==> src/rtl/route_sequencer.sv <==
// Route sequencer: walks the line follower through a multi-turn route word, overriding the
// IR error at each line break to force turns, and stopping on debounced bumper hits.
module route_sequencer #(
   parameter bit                 FAST_SIM = 1'b0,
   parameter logic signed [15:0] TURN_ERR = 16'sh0300
) (
   input  logic        clk,
   input  logic        rst_n,
   input  logic [15:0] cmd,
   input  logic        cmd_vld,
   output logic        cmd_ack,
   input  logic        line_present,
   input  logic        BMPL_n,
   input  logic        BMPR_n,
   output logic        go,
   output logic        err_ovr,
   output logic [15:0] err_opn_lp,
   output logic        buzz,
   output logic        route_done,
   output logic        fault
);

   localparam logic [16:0] DB_LAST  = FAST_SIM ? 17'd15    : 17'd65535;
   localparam logic [25:0] TURN_MIN = FAST_SIM ? 26'd256   : 26'd4194304;
   localparam logic [25:0] TURN_TMO = FAST_SIM ? 26'd4096  : 26'd33554432;
   localparam int unsigned BUZZ_BIT = FAST_SIM ? 3 : 13;
   localparam logic [15:0] ERR_LEFT  = 16'(-TURN_ERR);
   localparam logic [15:0] ERR_RIGHT = TURN_ERR;

   typedef enum logic [2:0] {StIdle, StFollow, StTurn, StBumped, StFault} state_e;

   state_e      r_state, w_state_d;
   logic [13:0] r_route, w_route_d;
   logic [25:0] r_timer, w_timer_d;
   logic        w_ack_d, w_done_d;
   logic        r_lp;
   logic [1:0]  r_bmp_s1, r_bmp_s2, r_bmp_db;
   logic [1:0][16:0] r_db_cnt;
   logic        r_go, r_err_ovr, r_buzz, r_ack, r_done, r_fault;
   logic [15:0] r_err;
   logic        w_lf, w_bump, w_released;
   logic [1:0]  w_code;
   logic [1:0]  w_bmp_raw;
   logic        w_unused_cmd;

   assign w_unused_cmd = ^cmd[15:14];
   assign w_bmp_raw    = {BMPR_n, BMPL_n};
   assign w_lf         = r_lp & ~line_present;
   assign w_bump       = ~r_bmp_db[0] | ~r_bmp_db[1];
   assign w_released   = &r_bmp_db;
   assign w_code       = r_route[1:0];

   // Synchronise each bumper, then accept a new level only after DB_LAST+1 steady cycles.
   always_ff @(posedge clk or negedge rst_n) begin
      if (!rst_n) begin
         r_bmp_s1 <= 2'b11;
         r_bmp_s2 <= 2'b11;
         r_bmp_db <= 2'b11;
         r_db_cnt <= '0;
         r_lp     <= 1'b0;
      end else begin
         r_bmp_s1 <= w_bmp_raw;
         r_bmp_s2 <= r_bmp_s1;
         r_lp     <= line_present;
         for (int i = 0; i < 2; i++) begin
            if (r_bmp_s2[i] == r_bmp_db[i]) begin
               r_db_cnt[i] <= '0;
            end else if (r_db_cnt[i] == DB_LAST) begin
               r_bmp_db[i] <= r_bmp_s2[i];
               r_db_cnt[i] <= '0;
            end else begin
               r_db_cnt[i] <= r_db_cnt[i] + 17'd1;
            end
         end
      end
   end

   always_comb begin
      w_state_d = r_state;
      w_route_d = r_route;
      w_ack_d   = 1'b0;
      w_done_d  = 1'b0;
      unique case (r_state)
         StIdle, StFault: begin
            if (cmd_vld) begin
               w_ack_d   = 1'b1;
               w_route_d = cmd[13:0];
               if (cmd[1:0] == 2'b00) begin
                  w_done_d  = 1'b1;
                  w_state_d = StIdle;
               end else begin
                  w_state_d = StFollow;
               end
            end
         end
         StFollow: begin
            if (w_bump) begin
               w_state_d = StBumped;
            end else if (w_lf) begin
               unique case (w_code)
                  2'b00: begin
                     w_done_d  = 1'b1;
                     w_state_d = StIdle;
                  end
                  2'b01, 2'b10: w_state_d = StTurn;
                  2'b11:        w_route_d = {2'b00, r_route[13:2]};
               endcase
            end
         end
         StTurn: begin
            if (w_bump) begin
               w_state_d = StBumped;
            end else if ((r_timer >= TURN_MIN) && line_present) begin
               w_route_d = {2'b00, r_route[13:2]};
               w_state_d = StFollow;
            end else if (r_timer >= TURN_TMO) begin
               w_state_d = StFault;
            end
         end
         StBumped: begin
            // Route is left untouched so an interrupted turn is retried at the next fall.
            if (w_released) w_state_d = StFollow;
         end
         default: w_state_d = StIdle;
      endcase
   end

   assign w_timer_d = (w_state_d != r_state) ? 26'd0 : r_timer + 26'd1;

   // Outputs are registered from the next state so they line up with the state register.
   always_ff @(posedge clk or negedge rst_n) begin
      if (!rst_n) begin
         r_state   <= StIdle;
         r_route   <= '0;
         r_timer   <= '0;
         r_go      <= 1'b0;
         r_err_ovr <= 1'b0;
         r_err     <= '0;
         r_buzz    <= 1'b0;
         r_ack     <= 1'b0;
         r_done    <= 1'b0;
         r_fault   <= 1'b0;
      end else begin
         r_state   <= w_state_d;
         r_route   <= w_route_d;
         r_timer   <= w_timer_d;
         r_go      <= (w_state_d == StFollow) || (w_state_d == StTurn);
         r_err_ovr <= (w_state_d == StTurn);
         r_err     <= (w_state_d != StTurn) ? 16'd0 :
                      (w_route_d[1:0] == 2'b01) ? ERR_LEFT : ERR_RIGHT;
         r_buzz    <= (w_state_d == StFault) ||
                      ((w_state_d == StBumped) && w_timer_d[BUZZ_BIT]);
         r_ack     <= w_ack_d;
         r_done    <= w_done_d;
         r_fault   <= (w_state_d == StFault);
      end
   end

   assign go         = r_go;
   assign err_ovr    = r_err_ovr;
   assign err_opn_lp = r_err;
   assign buzz       = r_buzz;
   assign cmd_ack    = r_ack;
   assign route_done = r_done;
   assign fault      = r_fault;

endmodule

==> config.mk <==
export PLATFORM = sky130hd
export DESIGN_NAME = route_sequencer
export DESIGN_NICKNAME = d
export VERILOG_FILES = /design/src/rtl/route_sequencer.sv
export SDC_FILE = /design/constraint.sdc
export NUM_CORES = 1
export LEC_CHECK = 0
export CORE_UTILIZATION = 38
export CTS_BUF_LIST = sky130_fd_sc_hd__clkbuf_4 sky130_fd_sc_hd__clkbuf_8 sky130_fd_sc_hd__clkbuf_16
export CTS_CLUSTER_DIAMETER = 50
export DETAILED_ROUTE_END_ITERATION = 12
export GPL_ROUTABILITY_DRIVEN = 0
export GPL_TIMING_DRIVEN = 0
export REMOVE_ABC_BUFFERS = 1
export SLEW_MARGIN = 30
export SYNTH_ARGS = -nofsm -noshare
export SYNTH_HDL_FRONTEND = slang
export SYNTH_SLANG_ARGS = --single-unit
==> constraint.sdc <==
create_clock -name clk -period 2.2 [get_ports clk]
set_input_delay 0.66 -clock clk [delete_from_list [all_inputs] [get_ports clk]]
set_output_delay 0.66 -clock clk [all_outputs]
set_load 0.01 [all_outputs]
After elaboration in Yosys (flattened, before gate mapping)
Index checks and enable logic that the tools add are counted.
- register bits: 106
- latch bits: 0
- memory bits (writable): 0
- ROM bits: 0
- bits of input ports: 22
- output and inout port bits: 22
- logic and storage cells: 100
- memories kept: 0
- add/sub/neg operators: 3
- multiply operators: 0
- divide/modulo/power cells: 0
- magnitude comparators: 2
- eq/ne operators: 24
- shifts and indexed selects: 0
- mux-type cells: 32
- bitwise gates (word level): 7
- reductions and logical operators: 14
- operators with widths (kind ; number):
    $mux 14 ; 6
    $mux 17 ; 4
    $pmux 14 s3 ; 1
    $add 17x1->17 const B ; 2
    $eq 17x16->1 const B ; 2
    $mux 16 ; 2
    $add 26x1->26 const B ; 1
    $ge 26x23->1 const B ; 1
    $ge 26x26->1 const B ; 1
    $mux 26 ; 1
    $mux 3 ; 7
    $eq 3x2->1 const B ; 4
    $pmux 3 s4 ; 1
    $ne 2x2->1 const B ; 5
    $mux 1 ; 8
    $reduce_and 7->1 ; 1
    $eq 3x1->1 const B ; 2
    $eq 3x3->1 const B ; 2
    $pmux 3 s2 ; 1
    $reduce_and 2->1 ; 3
    $not 1->1 ; 5
    $eq 2x1->1 const B ; 2
    $eq 2x2->1 const B ; 2
    $logic_not 2->1 ; 2
    other kinds (12) ; 16

Logic depth before layout (Yosys ltp)
- depth after elaboration: 10
- gate-level depth with buffers: 8

Worst setup path after synthesis
OpenSTA, ideal clock, no wires.
- path type: input port to flip-flop
- from: input port cmd_vld
- to: register r_err[14] (netlist: err_opn_lp[14])
- setup time: 0.119 ns
- arrival: 1.937 ns
- required time: 2.081 ns
- path slack: 0.143 ns
- stages on the path: 4
- path through: or3b_1 -> a221o_1 -> a221o_1 -> nor3b_2
- longest elaborated chain between the ends: 5
- RTL lines (what ; line ; text):
    start: declaration ; 10 ; input logic cmd_vld,
    $mux 14 ; 85 ; if (cmd_vld) begin
    $pmux 14 s3 ; 83 ; unique case (r_state)
    net w_route_d[0] ; 33 ; logic [13:0] r_route, w_route_d;
    $eq 2x1->1 ; 150 ; (w_route_d[1:0] == 2'b01) ? ERR_LEFT : ERR_RIGHT;
    $mux 16 ; 150 ;
    $mux 16 ; 149 ; r_err <= (w_state_d != StTurn) ? 16'd0 :
    end signal: assignment ; 149 ;
    end: declaration ; 40 ; logic [15:0] r_err;
The timed path passes the listed nets, and every way through them passes these cells. The select of a mux whose other input is x is not followed.
A chain may end at the register's enable or synchronous reset.

Worst setup path in the final report
Same ends and word-level chain as after synthesis.

==> flow_metrics.tcl <==
set metrics [dict create \
    status "completed" \
    hold_slack_ns 0.232 \
    fmax_ghz 0.464 \
    p_int_uw 2860 \
    firstDrtPassIters 4 \
    io_pins 44 \
    fin_crit_sh_pct 97.9 \
    crit_chain "dlygate4sd2_1 > or3b_1 > a221o_2 > a221o_1 > nor3b_2" \
    syn_avg_cell_area_um2 10.1 \
    numCtsBuffers 9 \
    seq_power_share_pct 48.7 \
    critPathKind "input port to flop" \
    drv_cap 0 \
    ys.flop_type "dfrtp_1" \
    ir_drop_mv 0.694 \
    path_max_fanout 6 \
    post_route_cells_drive_above_1_share_pct 10.6 \
    grt_pass1_wl_um 13800 \
    drtIter0Drc 186 \
    arrival_ns 2.38 \
    power_density_mw_per_mm2 681 \
    grt_setup_unrepaired "yes" \
    slew_violations 0 \
    drc 0 \
    p_switching_uw 712 \
    stdcell_area_mm2 0.00524 \
    grt_max_degree 52 \
    finalSetupViolCount 0 \
    clock_sinks 92 \
    die_area_mm2 0.0120 \
    power_uw 3570 \
    final_common_cell "dfrtp_1" \
    cts_buffer_depth 2 \
    netlist_area_mm2 0.00441 \
    async_flop_share_pct 100 \
    min_path_type "input port to asynchronous set/reset pin" \
    die_w_um 110 \
    cts_tree "done" \
    start_util_pct 39.8 \
    ys_seq_area_share_pct 52.3 \
    startpoint_type "input port" \
    area_growth_pct 18.8 \
    max-slew-margin-rel_pct 55.3 \
    hold_viol 0 \
    cts_hold_buf 0 \
    core-area_mm2 0.0111 \
    final_cell_mix "dfrtp_1 (84), nor2_1 (72), nand2_1 (47), clkdlybuf4s50_1 (30), xor2_1 (29)" \
    reg2reg_slack_ns 0.14 \
    nFillCells 1032 \
    diodes 0 \
    synth_cells 436 \
    ff2ff_path_depth 5 \
    htree_levels 3 \
    dieHeight_um 110 \
    worstSkewPairLatency_ns 0.34 \
    root_buffer "clkbuf_16" \
    antenna_found_initial 0 \
    placed_area_mm2 0.00480 \
    end_kind "flop" \
    io_buffers 33 \
    grt_pass1_vias 2859 \
    vias_per_cell 4.99 \
    rows 38 \
    p_clk_share_pct 47.8 \
    tightest_slew_ns 0.665 \
    dpl.hpwl_um 5190 \
    p_comb_share_pct 3.5 \
    overflow 0 \
    p_leak_uw 0.00234 \
    period_minus_slack_ns 2.15 \
    p_sw_share_pct 19.9 \
    finalNetCount 495 \
    synth_edf_count 0 \
    grt_use_total_pct 14.9 \
    cp_data_required_time_ns 2.43 \
    max_stage_delay_ns 0.42 \
    ant_nets 0 \
    yosys_warnings 0 \
    fin_skew_ns 0.00444 \
    synthDistinctLibCells 59 \
    ys_ff_latch 92 \
    regToRegStartpoint "r_state[0]" \
    cpMaxStageDelayCell "or3b_1" \
    wirelength_um 8090 \
    r2r_end "err_opn_lp[14]" \
    path_clk_slew_ns 0.06 \
    vias 3047 \
    drt-wirelength-per-cell_um 13.2 \
]
synthesized netlist by cell type, types with 2 or more instances:
cell | count | area share (%)
and2_1 | 3 | 0.43
a22o_1 | 2 | 0.40
buf_2 | 5 | 0.57
inv_1 | 14 | 1.2
clkbuf_1 | 6 | 0.51
and3_1 | 10 | 1.4
buf_4 | 15 | 2.6
and4_1 | 5 | 0.99
nor4_1 | 3 | 0.43
nor3b_1 | 2 | 0.34
nor3_1 | 4 | 0.45
nor2_1 | 72 | 6.1
nand4b_1 | 2 | 0.40
ha_1 | 7 | 2.0
dfstp_2 | 6 | 3.6
or3_1 | 3 | 0.43
a21oi_1 | 7 | 0.79
xor2_1 | 29 | 5.8
mux2_2 | 2 | 0.51
a22oi_1 | 11 | 1.9
dfrtp_1 | 86 | 49
nand2_1 | 47 | 4.0
a221o_1 | 2 | 0.45
nand4_1 | 10 | 1.4
o21ai_0 | 5 | 0.57
xnor2_1 | 22 | 4.4
nand3_1 | 20 | 2.3
nor4b_1 | 2 | 0.40
nand2b_1 | 4 | 0.57
power groups by stage:
stage               registers, uW  logic [uW]  clock network [uW]
finish                       1740         124                1710
global route                 1740         143                1810
CTS                          1740         129                1760
detailed placement           1770         129                   0
global placement             1770         122                   0
floorplan                    1760        43.2                   0
kinds of logic after synthesis:
logic type	Yosys count	share of synthesized area, %
and+or+nand+nor	202	23.4
DFF	92	52.3
xor gates and xnor gates	51	10.1
buffers and inverters	42	5.16
AOI/OAI and AO/OA	39	6.44
adders and majority gates	7	1.98
muxes	2	0.510
other	1	0.0850
metrics by stage:
stage	TNS [ns]	worst slack [ns]	std cells	utilization, %
after floorplan	0	0.0258	416	-
after global placement	-288.19	-2.95	589	43.1
after detailed placement	-23.96	-0.883	590	43.3
after CTS	0	0.0398	611	47.1
after global routing	-0.0276	-0.0276	611	47.3
final	0	0.0466	611	47.3
state kept, by name, summed over array words and instances, names as in the netlist:
| register | count |
|---|---|
| r_state | 3 |
| route_done | 1 |
| r_lp | 1 |
| r_bmp_db | 2 |
| r_timer | 26 |
| cmd_ack | 1 |
| r_route | 14 |
| r_bmp_s1 | 2 |
| go | 1 |
| buzz | 1 |
| err_opn_lp | 3 |
| fault | 1 |
| r_bmp_s2 | 2 |
| r_db_cnt | 34 |
layer usage:
metal	share of wire [%]	vias to the layer above	track usage, %
met5	0	-	0
met4	1.3	0	4.38
met3	3.1	10	4.15
met2	48	37	23.8
met1	47	1490	19.7
li1	-	1510	-
worst max path at each step:
stage	startpoint	endpoint	slack, ns
floorplan	cmd_vld	err_opn_lp[14]	0.03
CTS	r_state[0]	err_opn_lp[14]	0.04
global route	cmd_vld	err_opn_lp[14]	-0.03
detailed placement	line_present	buzz	-0.88
global placement	rst_n	cmd_ack	-2.95
finish	cmd_vld	err_opn_lp[14]	0.05
worst max-delay path: cells and delay by family:
family / cells / cell delay, ns
buffers and inverters: 1 / 0.33
AO/OA/AOI/OAI: 2 / 0.80
AND/OR/NAND/NOR: 2 / 0.58
timing repair:
action | CTS | global route
pin swaps | 2 | 0
resized for setup | 10 | 5
endpoints found under the hold margin | 0 | 0
cloned | 1 | 0
setup buffers | 4 | 0
endpoints found under the setup margin | 57 | 20
final cells by class:
| type | instances | area, um^2 | share of cell area (%) |
|---|---|---|---|
| flip-flops and latches | 92 | 2310 | 44.1 |
| multi-input cells | 310 | 1970 | 37.7 |
| repair buffers | 38 | 387 | 7.38 |
| clock buffers | 12 | 267 | 5.08 |
| well taps | 140 | 175 | 3.34 |
| clock inverters | 4 | 70.1 | 1.34 |
| inverters | 15 | 56.3 | 1.07 |
(Power assumes the default switching activity.)
